`config.mk`:
```
export PLATFORM = sky130hd
export DESIGN_NAME = wb_arbiter
export DESIGN_NICKNAME = d
export VERILOG_FILES = /design/src/rtl/riscv_pkg.sv /design/src/rtl/wb_fifo.sv /design/src/rtl/wb_arbiter.sv
export SDC_FILE = /design/constraint.sdc
export NUM_CORES = 1
export LEC_CHECK = 0
export CORE_UTILIZATION = 57
export CTS_CLUSTER_DIAMETER = 30
export DETAILED_ROUTE_END_ITERATION = 16
export DONT_BUFFER_PORTS = 1
export MAX_ROUTING_LAYER = met4
export PLACE_DENSITY_LB_ADDON = 0.08
export REMOVE_ABC_BUFFERS = 1
export SLEW_MARGIN = 10
export SYNTH_ARGS = -nofsm -noshare
export SYNTH_HDL_FRONTEND = slang
export SYNTH_SLANG_ARGS = --single-unit
```
`constraint.sdc`:
```
create_clock -name clk -period 2.6 [get_ports clk]
set_input_delay 0.26 -clock clk [delete_from_list [all_inputs] [get_ports clk]]
set_output_delay 0.26 -clock clk [all_outputs]
set_load 0.05 [all_outputs]
```
`src/rtl/riscv_pkg.sv`:
```
`default_nettype none
// ============================================================================
//  Module      : riscv_pkg
//  Description : Shared integer register-file types and constants for the
//                writeback path (result entry layout, widths).
//  Revision    : 1.0  initial release
// ============================================================================
package riscv_pkg;

    localparam int XLEN       = 32;
    localparam int REG_ADDR_W = 5;
    localparam int NUM_REGS   = 32;

    // One register-file write: destination index plus result value.
    typedef struct packed {
        logic [REG_ADDR_W-1:0] rd;
        logic [XLEN-1:0]       data;
    } wb_entry_t;

endpackage : riscv_pkg
`default_nettype wire

```
`src/rtl/wb_fifo.sv`:
```
`default_nettype none
// ============================================================================
//  Module      : wb_fifo
//  Description : Synchronous FIFO of writeback entries. Head is presented
//                combinationally; a push is only visible at the head from the
//                cycle after it is written (no bypass).
//  Revision    : 1.0  initial release
// ============================================================================
module wb_fifo
    import riscv_pkg::*;
#(
    parameter int DEPTH = 2
) (
    input  logic                       clk,
    input  logic                       rst,
    input  logic                       push,
    input  wb_entry_t                  push_entry,
    input  logic                       pop,
    output wb_entry_t                  head,
    output logic [$clog2(DEPTH):0]     count,
    output logic                       full,
    output logic                       empty
);

    localparam int PTR_W = $clog2(DEPTH);
    localparam int CNT_W = PTR_W + 1;

    wb_entry_t          r_mem [DEPTH];
    logic [PTR_W-1:0]   r_wr_ptr;
    logic [PTR_W-1:0]   r_rd_ptr;
    logic [CNT_W-1:0]   r_count;

    logic               w_do_push;
    logic               w_do_pop;

    // Qualify requests so a misbehaving caller can never corrupt the pointers.
    always_comb begin
        w_do_push = push && (r_count != CNT_W'(DEPTH));
        w_do_pop  = pop  && (r_count != '0);
    end

    // Storage array; write only, contents need no reset since count gates use.
    always_ff @(posedge clk) begin
        if (w_do_push) begin
            r_mem[r_wr_ptr] <= push_entry;
        end
    end

    // Pointers and occupancy; pointers wrap naturally because DEPTH is 2^n.
    always_ff @(posedge clk) begin
        if (rst) begin
            r_wr_ptr <= '0;
            r_rd_ptr <= '0;
            r_count  <= '0;
        end else begin
            if (w_do_push) begin
                r_wr_ptr <= r_wr_ptr + PTR_W'(1);
            end
            if (w_do_pop) begin
                r_rd_ptr <= r_rd_ptr + PTR_W'(1);
            end
            case ({w_do_push, w_do_pop})
                2'b10:   r_count <= r_count + CNT_W'(1);
                2'b01:   r_count <= r_count - CNT_W'(1);
                default: r_count <= r_count;
            endcase
        end
    end

    // Status and head outputs, all derived from registered state.
    always_comb begin
        head  = r_mem[r_rd_ptr];
        count = r_count;
        full  = (r_count == CNT_W'(DEPTH));
        empty = (r_count == '0);
    end

endmodule : wb_fifo
`default_nettype wire

```
`src/rtl/wb_arbiter.sv`:
```
`default_nettype none
// ============================================================================
//  Module      : wb_arbiter
//  Description : Merges the in-order writeback (A) and the buffered multi-cycle
//                unit results (B) onto the single register-file write port,
//                with a starvation guard for B and a pending-write scoreboard.
//  Revision    : 1.0  initial release
// ============================================================================
module wb_arbiter
    import riscv_pkg::*;
#(
    parameter int FIFO_DEPTH   = 2,
    parameter int STARVE_LIMIT = 4
) (
    input  logic                    clk,
    input  logic                    rst,
    input  logic                    a_valid,
    output logic                    a_ready,
    input  logic [REG_ADDR_W-1:0]   a_rd,
    input  logic [XLEN-1:0]         a_data,
    input  logic                    b_valid,
    output logic                    b_ready,
    input  logic [REG_ADDR_W-1:0]   b_rd,
    input  logic [XLEN-1:0]         b_data,
    input  logic                    b_issue,
    input  logic [REG_ADDR_W-1:0]   b_issue_rd,
    output logic                    rf_we,
    output logic [REG_ADDR_W-1:0]   rf_rd,
    output logic [XLEN-1:0]         rf_wdata,
    output logic [NUM_REGS-1:0]     busy
);

    localparam int CNT_W    = $clog2(FIFO_DEPTH) + 1;
    localparam int STARVE_W = $clog2(STARVE_LIMIT + 1);

    // FIFO interface
    wb_entry_t              w_push_entry;
    wb_entry_t              w_head;
    logic [CNT_W-1:0]       w_fifo_count;
    logic                   w_fifo_full;
    logic                   w_fifo_empty;
    logic                   w_push;
    logic                   w_pop;

    // Arbitration
    logic [STARVE_W-1:0]    r_starve;
    logic                   w_force_b;
    logic                   w_sel_a;
    logic                   w_sel_valid;
    wb_entry_t              w_sel_entry;

    // Output register and scoreboard
    logic                   r_rf_we;
    logic [REG_ADDR_W-1:0]  r_rf_rd;
    logic [XLEN-1:0]        r_rf_wdata;
    logic [NUM_REGS-1:0]    r_busy;
    logic [NUM_REGS-1:0]    w_busy_next;

    wb_fifo #(
        .DEPTH      (FIFO_DEPTH)
    ) u_fifo (
        .clk        (clk),
        .rst        (rst),
        .push       (w_push),
        .push_entry (w_push_entry),
        .pop        (w_pop),
        .head       (w_head),
        .count      (w_fifo_count),
        .full       (w_fifo_full),
        .empty      (w_fifo_empty)
    );

    // B acceptance: ready comes only from the registered occupancy.
    always_comb begin
        b_ready           = (w_fifo_count < CNT_W'(FIFO_DEPTH));
        w_push            = b_valid && !w_fifo_full;
        w_push_entry.rd   = b_rd;
        w_push_entry.data = b_data;
    end

    // Per-cycle selection: forced B drain, else A, else idle-slot B drain.
    always_comb begin
        w_force_b   = (r_starve == STARVE_W'(STARVE_LIMIT)) && !w_fifo_empty;
        a_ready     = !w_force_b;
        w_sel_a     = a_valid && !w_force_b;
        w_pop       = !w_fifo_empty && !w_sel_a;
        w_sel_valid = w_sel_a || w_pop;
        if (w_sel_a) begin
            w_sel_entry.rd   = a_rd;
            w_sel_entry.data = a_data;
        end else begin
            w_sel_entry = w_head;
        end
    end

    // Starvation counter: counts A wins while B is waiting, cleared by any drain.
    always_ff @(posedge clk) begin
        if (rst) begin
            r_starve <= '0;
        end else if (w_pop || w_fifo_empty) begin
            r_starve <= '0;
        end else if (w_sel_a) begin
            r_starve <= r_starve + STARVE_W'(1);
        end
    end

    // Write-port register; address/data hold when no write is produced.
    always_ff @(posedge clk) begin
        if (rst) begin
            r_rf_we    <= 1'b0;
            r_rf_rd    <= '0;
            r_rf_wdata <= '0;
        end else if (w_sel_valid && (w_sel_entry.rd != '0)) begin
            r_rf_we    <= 1'b1;
            r_rf_rd    <= w_sel_entry.rd;
            r_rf_wdata <= w_sel_entry.data;
        end else begin
            r_rf_we    <= 1'b0;
        end
    end

    // Scoreboard next state: clear on B drain, then set on issue so a fresh
    // issue to the same register supersedes the completing one.
    always_comb begin
        w_busy_next = r_busy;
        if (w_pop) begin
            w_busy_next[w_head.rd] = 1'b0;
        end
        if (b_issue) begin
            w_busy_next[b_issue_rd] = 1'b1;
        end
        w_busy_next[0] = 1'b0;
    end

    // Scoreboard register.
    always_ff @(posedge clk) begin
        if (rst) begin
            r_busy <= '0;
        end else begin
            r_busy <= w_busy_next;
        end
    end

    // Output assignments.
    always_comb begin
        rf_we    = r_rf_we;
        rf_rd    = r_rf_rd;
        rf_wdata = r_rf_wdata;
        busy     = r_busy;
    end

endmodule : wb_arbiter
`default_nettype wire

```
### Word-level counts from Yosys, hierarchy flattened

Memories as Yosys holds them, arrays and structs flattened. A register that Yosys moved wholly into a read port is not among the register bits.
Index checks and enable logic that the tools add are counted.

| word-level totals | value |
|---|---|
| register bits after elaboration | 77 |
| memory bits (writable) | 74 |
| bits of input ports | 84 |
| output and inout bits | 72 |
| logic and storage cells | 61 |
| memories kept | 1 |

| cells by class | value |
|---|---|
| $add $sub $neg | 5 |
| order comparisons | 5 |
| equality and inequality tests | 5 |
| mux-type cells | 13 |
| bitwise logic cells | 3 |
| reductions and logical operators | 20 |

Memory list:

| name | words | bits a word | read ports | clocked after memory_dff | wr ports | RTL line | RTL |
|---|---|---|---|---|---|---|---|
| u_fifo.r_mem | 2 | 37 | 1 | 1 | 1 | wb_fifo.sv:28 | `wb_entry_t r_mem [DEPTH];` |

Operators with widths:

| operator | number |
|---|---|
| $mux W32 | 2 |
| $mux W37 | 1 |
| $and A32 B32 Y32 | 1 |
| $not A32 Y32 | 1 |
| $or A32 B32 Y32 | 1 |
| $lt A5 B6 Y1 const B | 2 |
| $demux W1 S5 | 2 |
| $ge A5 B1 Y1 const B | 2 |
| $logic_and A1 B1 Y1 | 9 |
| $mux W1 | 7 |
| $reduce_bool A5 Y1 | 1 |
| $eq A2 B2 Y1 const B | 2 |
| $logic_not A1 Y1 | 4 |
| $pmux W2 S2 | 1 |
| $reduce_bool A2 Y1 | 2 |
| $add A3 B1 Y3 const B | 1 |
| $eq A3 B3 Y1 const B | 1 |
| $add A1 B1 Y1 const B | 2 |
| $add A2 B1 Y2 const B | 1 |
| $eq A2 B1 Y1 const B | 1 |
| $logic_not A2 Y1 | 1 |
| $logic_or A1 B1 Y1 | 2 |
| $lt A2 B2 Y1 const B | 1 |
| $ne A2 B2 Y1 const B | 1 |
| 2 further kinds | 2 |

### Logic depth before layout (Yosys ltp)

Gate-level depths: netlist (run 1).

| depth | value |
|---|---|
| depth after elaboration | 10 |
| gate-level depth with buffers | 10 |
| gate-level depth less buffers | 8 |

### Hierarchy

Synthesis (run 1) repeated with hierarchy kept, for this count alone.

| second synthesis, totals | value |
|---|---|
| cells, all modules | 547 |
| area total of the unflattened synthesis | 6,307.3 µm² |

By module, submodules not included:

| module | times used | cells an instance | area each (µm²) | sequential area each (µm²) |
|---|---|---|---|---|
| wb_arbiter | 1 | 406 | 3,424.5 | 1,441.4 |
| wb_fifo | 1 | 141 | 2,882.8 | 2,322.2 |

### Worst setup path before layout (run 1)

Ideal clock, no wire load.

| timing path | value |
|---|---|
| kind | flip-flop to flip-flop |
| start | register u_fifo.r_count[1] (netlist: u_fifo.count[1]) |
| end | memory u_fifo.r_mem[0][0] (netlist name), enable pin |
| library setup time | 0.431 ns |
| arrival time | 2.523 ns |
| required time | 2.169 ns |
| slack | -0.354 ns |
| stages on the path, launching flop included | 4 |
| buffers on the path | 0 |
| clock period less this slack | 2.954 ns |
| path through | dfxtp_1 inv_1 o21ai_0 nor2_1 |

| on the way | value |
|---|---|
| cells in the longest elaborated chain, start to end | 6 |
| elaborated cells between the ends (all ways) | 7 |
| classes of those cells | eq/ne (2); mux (2); reduce/logical (3) |

RTL lines:

| element | RTL line | RTL |
|---|---|---|
| from (decl) | wb_fifo.sv:31 | `logic [CNT_W-1:0] r_count;` |
| from (signal assigned) | wb_fifo.sv:63 | `2'b10: r_count <= r_count + CNT_W'(1);` |
| from (signal assigned) | wb_fifo.sv:64 | `2'b01: r_count <= r_count - CNT_W'(1);` |
| from (signal assigned) | wb_fifo.sv:65 | `default: r_count <= r_count;` |
| $eq A2 B2 Y1 | wb_fifo.sv:74 | `full = (r_count == CNT_W'(DEPTH));` |
| $logic_not A1 Y1 | wb_arbiter.sv:76 | `w_push = b_valid && !w_fifo_full;` |
| $logic_and A1 B1 Y1 | wb_arbiter.sv:76 |  |
| $logic_and A1 B1 Y1 (*) | wb_fifo.sv:38 | `w_do_push = push && (r_count != CNT_W'(DEPTH));` |
| $mux W1 (*) | wb_fifo.sv:44 | `if (w_do_push) begin` |
| $mux W1 (implied by the code) (*) | wb_fifo.sv:45 | `r_mem[r_wr_ptr] <= push_entry;` |
| to (decl) | wb_fifo.sv:28 |  |

Every way passes the cells marked *; elsewhere a longest branch is shown, timed or not.

==> results of run 1 <==
==> stage by stage <==
| stage | setup slack, ns | hold slack [ns] |
|---|---|---|
| 3_5_place_dp | 0.4523 | 0.3527 |
| 4_1_cts | 0.4303 | 0.01843 |
| 5_1_grt | 0.2867 | 0.02706 |
| 2_1_floorplan | -1.446 | 0.3291 |
| 3_3_place_gp | 0.5098 | 0.3463 |
| 6_report | 0.4172 | 0.04747 |
==> metal layers <==
layer	global-route usage (%)	vias to the layer above
met4	10.33	0
met3	7.233	15
met1	29.38	2154
li1	-	2114
met5	-	-
met2	41.55	163
==> cells by family after synthesis <==
family	after synthesis	share of synthesized area [%]
buffers and inverters	48	3.928
adders and majority gates	3	0.5778
AOI/OAI and AO/OA	127	12.38
muxes	72	11.15
and+or+nand+nor	146	13.31
DFF	151	57.92
xor gates and xnor gates	5	0.6740
other	1	0.05771
==> worst register-to-register path, stage by stage (launching register included) <==
cell and delay (ns):
edfxtp_1 0.48, or4b_1 0.58, a222oi_1 0.36, a311o_2 0.21, buf_12 0.24, mux2i_1 0.25
==> sequential cells by signal, indices dropped and copies added, names as in the netlist, named ones only <==
name / count
u_fifo.r_mem: 74
rf_wdata: 32
busy: 31
rf_rd: 5
r_starve: 3
u_fifo.count: 2
rf_we: 1
u_fifo.r_rd_ptr: 1
u_fifo.r_wr_ptr: 1
==> layout make-up <==
class                           instances  area share [%]
Sequential cell                       151           49.98
Multi-Input combinational cell        354           33.12
Clock buffer                           24           6.527
Timing Repair Buffer                   51           6.511
Tap cell                              140           2.325
Clock inverter                          8          0.9467
Inverter                               12          0.5979
==> report_power, final <==
part	internal, W	leakage [nW]	switching (W)	total, W
registers	0.00293	1.32	0.000788	0.00372
clock network	0.00141	0.278	0.000891	0.00230
logic	0.000637	1.07	0.000816	0.00145
==> worst min-delay path by stage <==
stage / start / to / slack, ns / cells past startpoint
floorplan: rst / u_fifo.count[1] / 0.33 / 1
global placement: rst / flop / 0.35 / 1
detailed placement: rst / flop / 0.35 / 1
CTS: a_rd[0] / rf_rd[0] / 0.02 / 2
global route: rst / rf_wdata[13] / 0.03 / 2
finish: rst / busy[31] / 0.05 / 3
==> Yosys cell counts (11+ instances only) <==
master | count | area [sq um]
a21oi_1 | 11 | 55.05
mux2i_1 | 69 | 690.7
nand2b_1 | 33 | 206.5
dfxtp_1 | 77 | 1541
nor2b_1 | 31 | 193.9
edfxtp_1 | 74 | 2222
a211o_1 | 32 | 280.3
nor3_1 | 33 | 165.2
inv_1 | 11 | 41.29
o21ai_0 | 72 | 360.4
nor2_1 | 13 | 48.80
clkbuf_1 | 26 | 97.59
==> timing repair <==
action	4_1_cts	5_1_grt
hold endpoints to repair	88	0
endpoints found under the setup margin	0	0
hold buffers	38	0
resized for setup	0	0
==> metrics.csv, run 1 <==
metric,value,unit
cp-end-kind,flop,
slew_headroom,52.12,%
synthToLayoutAreaGrowth,15.94,%
cp_slowest_stage_delay,0.58,ns
cts_buffer_depth,2,
r2r_end,rf_wdata[23],
via_per_inst,6.008,
critPathSlowestCell,or4b_1,
synth_area,6497,sq um
dpl_cell_area,6590,sq um
max_freq,458.1,MHz
ys_ff_latch,151,
antenna_found_initial,0,
skew,0.008052,ns
worstHoldPathType,primary input to flop,
grt_usage,25.38,%
peakVddDrop,0.5969,mV
syn-instance-count,553,
p_leak,2.673,nW
fin_crit,2.183,ns
layout-drive-gt1-share,9.167,%
hpwlAfterDp,8557,um
cts_buffers,17,
die_width,108.8,um
layout.area.seq,3765,sq um
setup_viol,0,
async_reset_ff_share,0,%
clockRootBuffer,clkbuf_16,
critical_path_depth,5,
path_cells,"or4b_1, a222oi_1, a311o_2, buf_12, mux2i_1",
clk_pin_slew_worst_paths,0.06,ns
dieArea,11830,sq um
yosysUniqueCellTypes,47,
final_cell_mix,"dfxtp_1 (76), edfxtp_1 (74), o21ai_0 (72)",
status,completed,
power.total,0.007471,W
cp_data_arrival_time,2.52,ns
cp_max_fo,32,
overflow,0,
reg2reg_from,u_fifo.r_mem[1][34],
grt_pass1_wl,21540,um
die_h,108.8,um
core_area,10980,sq um
wl,14070,um
reg2reg_depth,5,
critPathLaunch,u_fifo.r_mem[1][34],
start_util,59.16,%
antenna_cells,0,
ant_nets,0,
max_cap_violations,0,
ios,156,
final_cells,740,
h-tree-depth,4,
worstPathRequired,2.94,ns
crit_buf_inv,1,
clk_latency,0.41,ns
grt_max_degree,100,
clock-sinks,151,
route.met2.wl,6935,um
wl_met3,1140,um
first_iter_violations,277,
avgSynthCellArea,11.75,sq um
wl_met1,5822,um
synth_ff_type,dfxtp_1,
grt_setup_unrepaired,no,
layout_commonest_cell,dfxtp_1,
io_buffers,0,
hold_viol_final,0,
dp_cells,670,
critPathTopFamily,simple AND/OR/NAND/NOR gates,
crit_type,flop to flop,
ys_warn_count,0,
routedWlPerCell,19.01,um
critical_path.endpoint,rf_wdata[23],
tightest_slew,0.7159,ns
synth_edf_count,74,
drv_slew,0,
dr.pass1.iters,5,
seq_area_frac_synth,57.92,%
tritoncts,yes,
cp-start-kind,flop,
postLayoutCoreUtil,68.59,%
nFillCells,794,
postCtsSetupBuffers,0,
fin_area,7533,sq um
row_count,38,
multi_input_area,2495,sq um
min_period_over_period,83.96,%
fin_nets,674,
grt_pass1_vias,4287,
power.density,991.7,nW/um^2
post-route-drc-count,0,
highest_layer,met4,
vias,4446,
fin_setup_tns,0,ns
routabilityCongestion,0.8513,
rrSetupSlack,0.42,ns
Note: power is estimated with default switching activity, not from simulation.
==> run 2, diff against run 1 <==
Settings changed: CORE_UTILIZATION 57 to 63.
Clock period 2.6 ns to 2.26 ns, I/O delays scaled along.
==> run 2 against run 1 <==
Effect of this change:
- sequential share of layout area down 1.2 points
- hold slack worse by 0.011 ns
- clock power up 14%
- wire length up 8.1%
- total power up 17%
- largest cell class unchanged
- design area up 2.4%
- count of clock-buffer cells in the layout down 7
- setup slack worse by 0.32 ns
- clock skew up 0.0015 ns
- largest power group unchanged
- highest routed layer unchanged
- sequential power up 15%
- first-iteration DRC count down 12%
- register-to-register slack worse by 0.32 ns
==> metrics.csv, run 2 (synthesis gave the netlist of run 1 again) <==
metric,value,unit
max_freq,461.5,MHz
cp-start-kind,flop,
nFillCells,604,
worstPathRequired,2.70,ns
cts_buffers,17,
fin_hold_ws,0.03694,ns
status,completed,
vias,4682,
routedWlPerCell,20.36,um
row_count,36,
grt_setup_unrepaired,no,
crit_type,flop to flop,
max_cap_violations,0,
start_util,65.87,%
core_area,9864,sq um
io_buffers,0,
critPathTopFamily,compound AO/OA/AOI/OAI gates,
slew_headroom,41.63,%
fin_nets,687,
clk_pin_slew_worst_paths,0.06,ns
grt_pass1_wl,24420,um
grt_pass1_vias,4875,
post-route-drc-count,0,
wl,15210,um
grtUsageMet1,33.38,%
p_leak,2.740,nW
power.total,0.008763,W
via_per_inst,6.268,
layout-drive-gt1-share,9.462,%
layout_commonest_cell,dfxtp_1,
cp-end-kind,flop,
h-tree-depth,4,
cts_buffer_depth,2,
clockRootBuffer,clkbuf_8,
largest_register_ffs,74,
worstHoldPathType,primary input to flop,
clock_power_share,30.0,%
cp_max_fo,16,
fin_crit,2.167,ns
largest_register,u_fifo.r_mem,
dr.pass1.iters,5,
intPower,0.005661,W
clock-sinks,151,
drv_slew,0,
skew,0.009511,ns
antenna_found_initial,1,
ios,156,
tritoncts,yes,
min_period_over_period,95.87,%
dieArea,10720,sq um
cp_slowest_stage_delay,0.51,ns
critPathSlowestCell,or4_4,
grt_max_degree,111,
clk_latency,0.53,ns
peakVddDrop,0.5979,mV
power.density,1136,nW/um^2
path_cells,"or4_4, a222oi_1, a311o_2, buf_12, mux2i_1",
switching_power,0.003102,W
gr-max-usage-layer,met2,
crit_buf_inv,1,
die_width,103.6,um
met3_usage,10.76,%
fin_setup_tns,0,ns
final_cell_mix,"dfxtp_1 (76), edfxtp_1 (74), o21ai_0 (72)",
p_seq_share,49.0,%
setup_viol,0,
gr-usage-met2,49.47,%
hold_viol_final,0,
overflow,0,
combPwrFrac,21.0,%
synthToLayoutAreaGrowth,18.72,%
die_h,103.6,um
routabilityCongestion,0.9575,
hpwlAfterDp,8781,um
p_sw_share,35.40,%
first_iter_violations,244,
ant_nets,0,
cp_data_arrival_time,2.61,ns
tightest_slew,0.8696,ns
postCtsSetupBuffers,0,
grt_usage,30.42,%
[run 2: cell count changes in the layout (fill, tap and decap cells not counted), sizes merged]
cell         delta
diode           +1
inv             +7
dlygate4sd3    +12
clkinvlp        +1
clkinv          -1
clkbuf          -6
[run 2: final cells by class]
cell class / instances / area [sq um] / area share (%)
Clock buffer: 17 / 414.1 / 5.369
Timing Repair Buffer: 64 / 684.4 / 8.873
Clock inverter: 15 / 141.4 / 1.833
Antenna cell: 1 / 2.502 / 0.03244
Tap cell: 133 / 166.4 / 2.157
Sequential cell: 151 / 3765 / 48.81
Multi-Input combinational cell: 354 / 2495 / 32.34
Inverter: 12 / 45.04 / 0.5839
[run 2: routing by layer]
layer,vias to the layer above,part of all wire (%)
met5,-,0
met4,0,2.0
met3,31,9.5
met2,243,50
met1,2260,38
li1,2148,-
[run 2: metrics by stage]
stage	instance area, sq um	utilization, %	std cells	setup WS, ns
after floorplan	6287	-	517	-1.786
after global placement	6599	66.90	662	0.2595
after detailed placement	6599	66.90	662	0.1547
after CTS	7682	77.88	745	0.1189
after global routing	7714	78.20	747	0.01389
final	7714	78.20	747	0.09338
[run 2: final timing paths]
kind | slack (ns) | from | cells after the start | endpoint
min reg2reg | 0.50 | r_starve[0] | 1 | r_starve[0]
max | 0.09 | u_fifo.r_mem[0][34] | 5 | rf_wdata[21]
max reg2reg | 0.09 | u_fifo.r_mem[0][34] | 5 | rf_wdata[21]
min | 0.04 | b_issue_rd[3] | 2 | busy[10]
[run 2: power groups by stage]
stage	combinational, W	sequential [W]	clock, W
2_1_floorplan	0.00115	0.00437	0
3_3_place_gp	0.00157	0.00432	0
3_5_place_dp	0.00162	0.00434	0
4_1_cts	0.00176	0.00428	0.00266
5_1_grt	0.00199	0.00433	0.00279
6_report	0.00184	0.00429	0.00263
[run 2: repair_timing]
| action | CTS | global route |
|---|---|---|
| gates resized for setup | 0 | 1 |
| hold buffers | 51 | 0 |
| endpoints found under the hold margin | 151 | 0 |
| setup endpoints to repair | 0 | 3 |
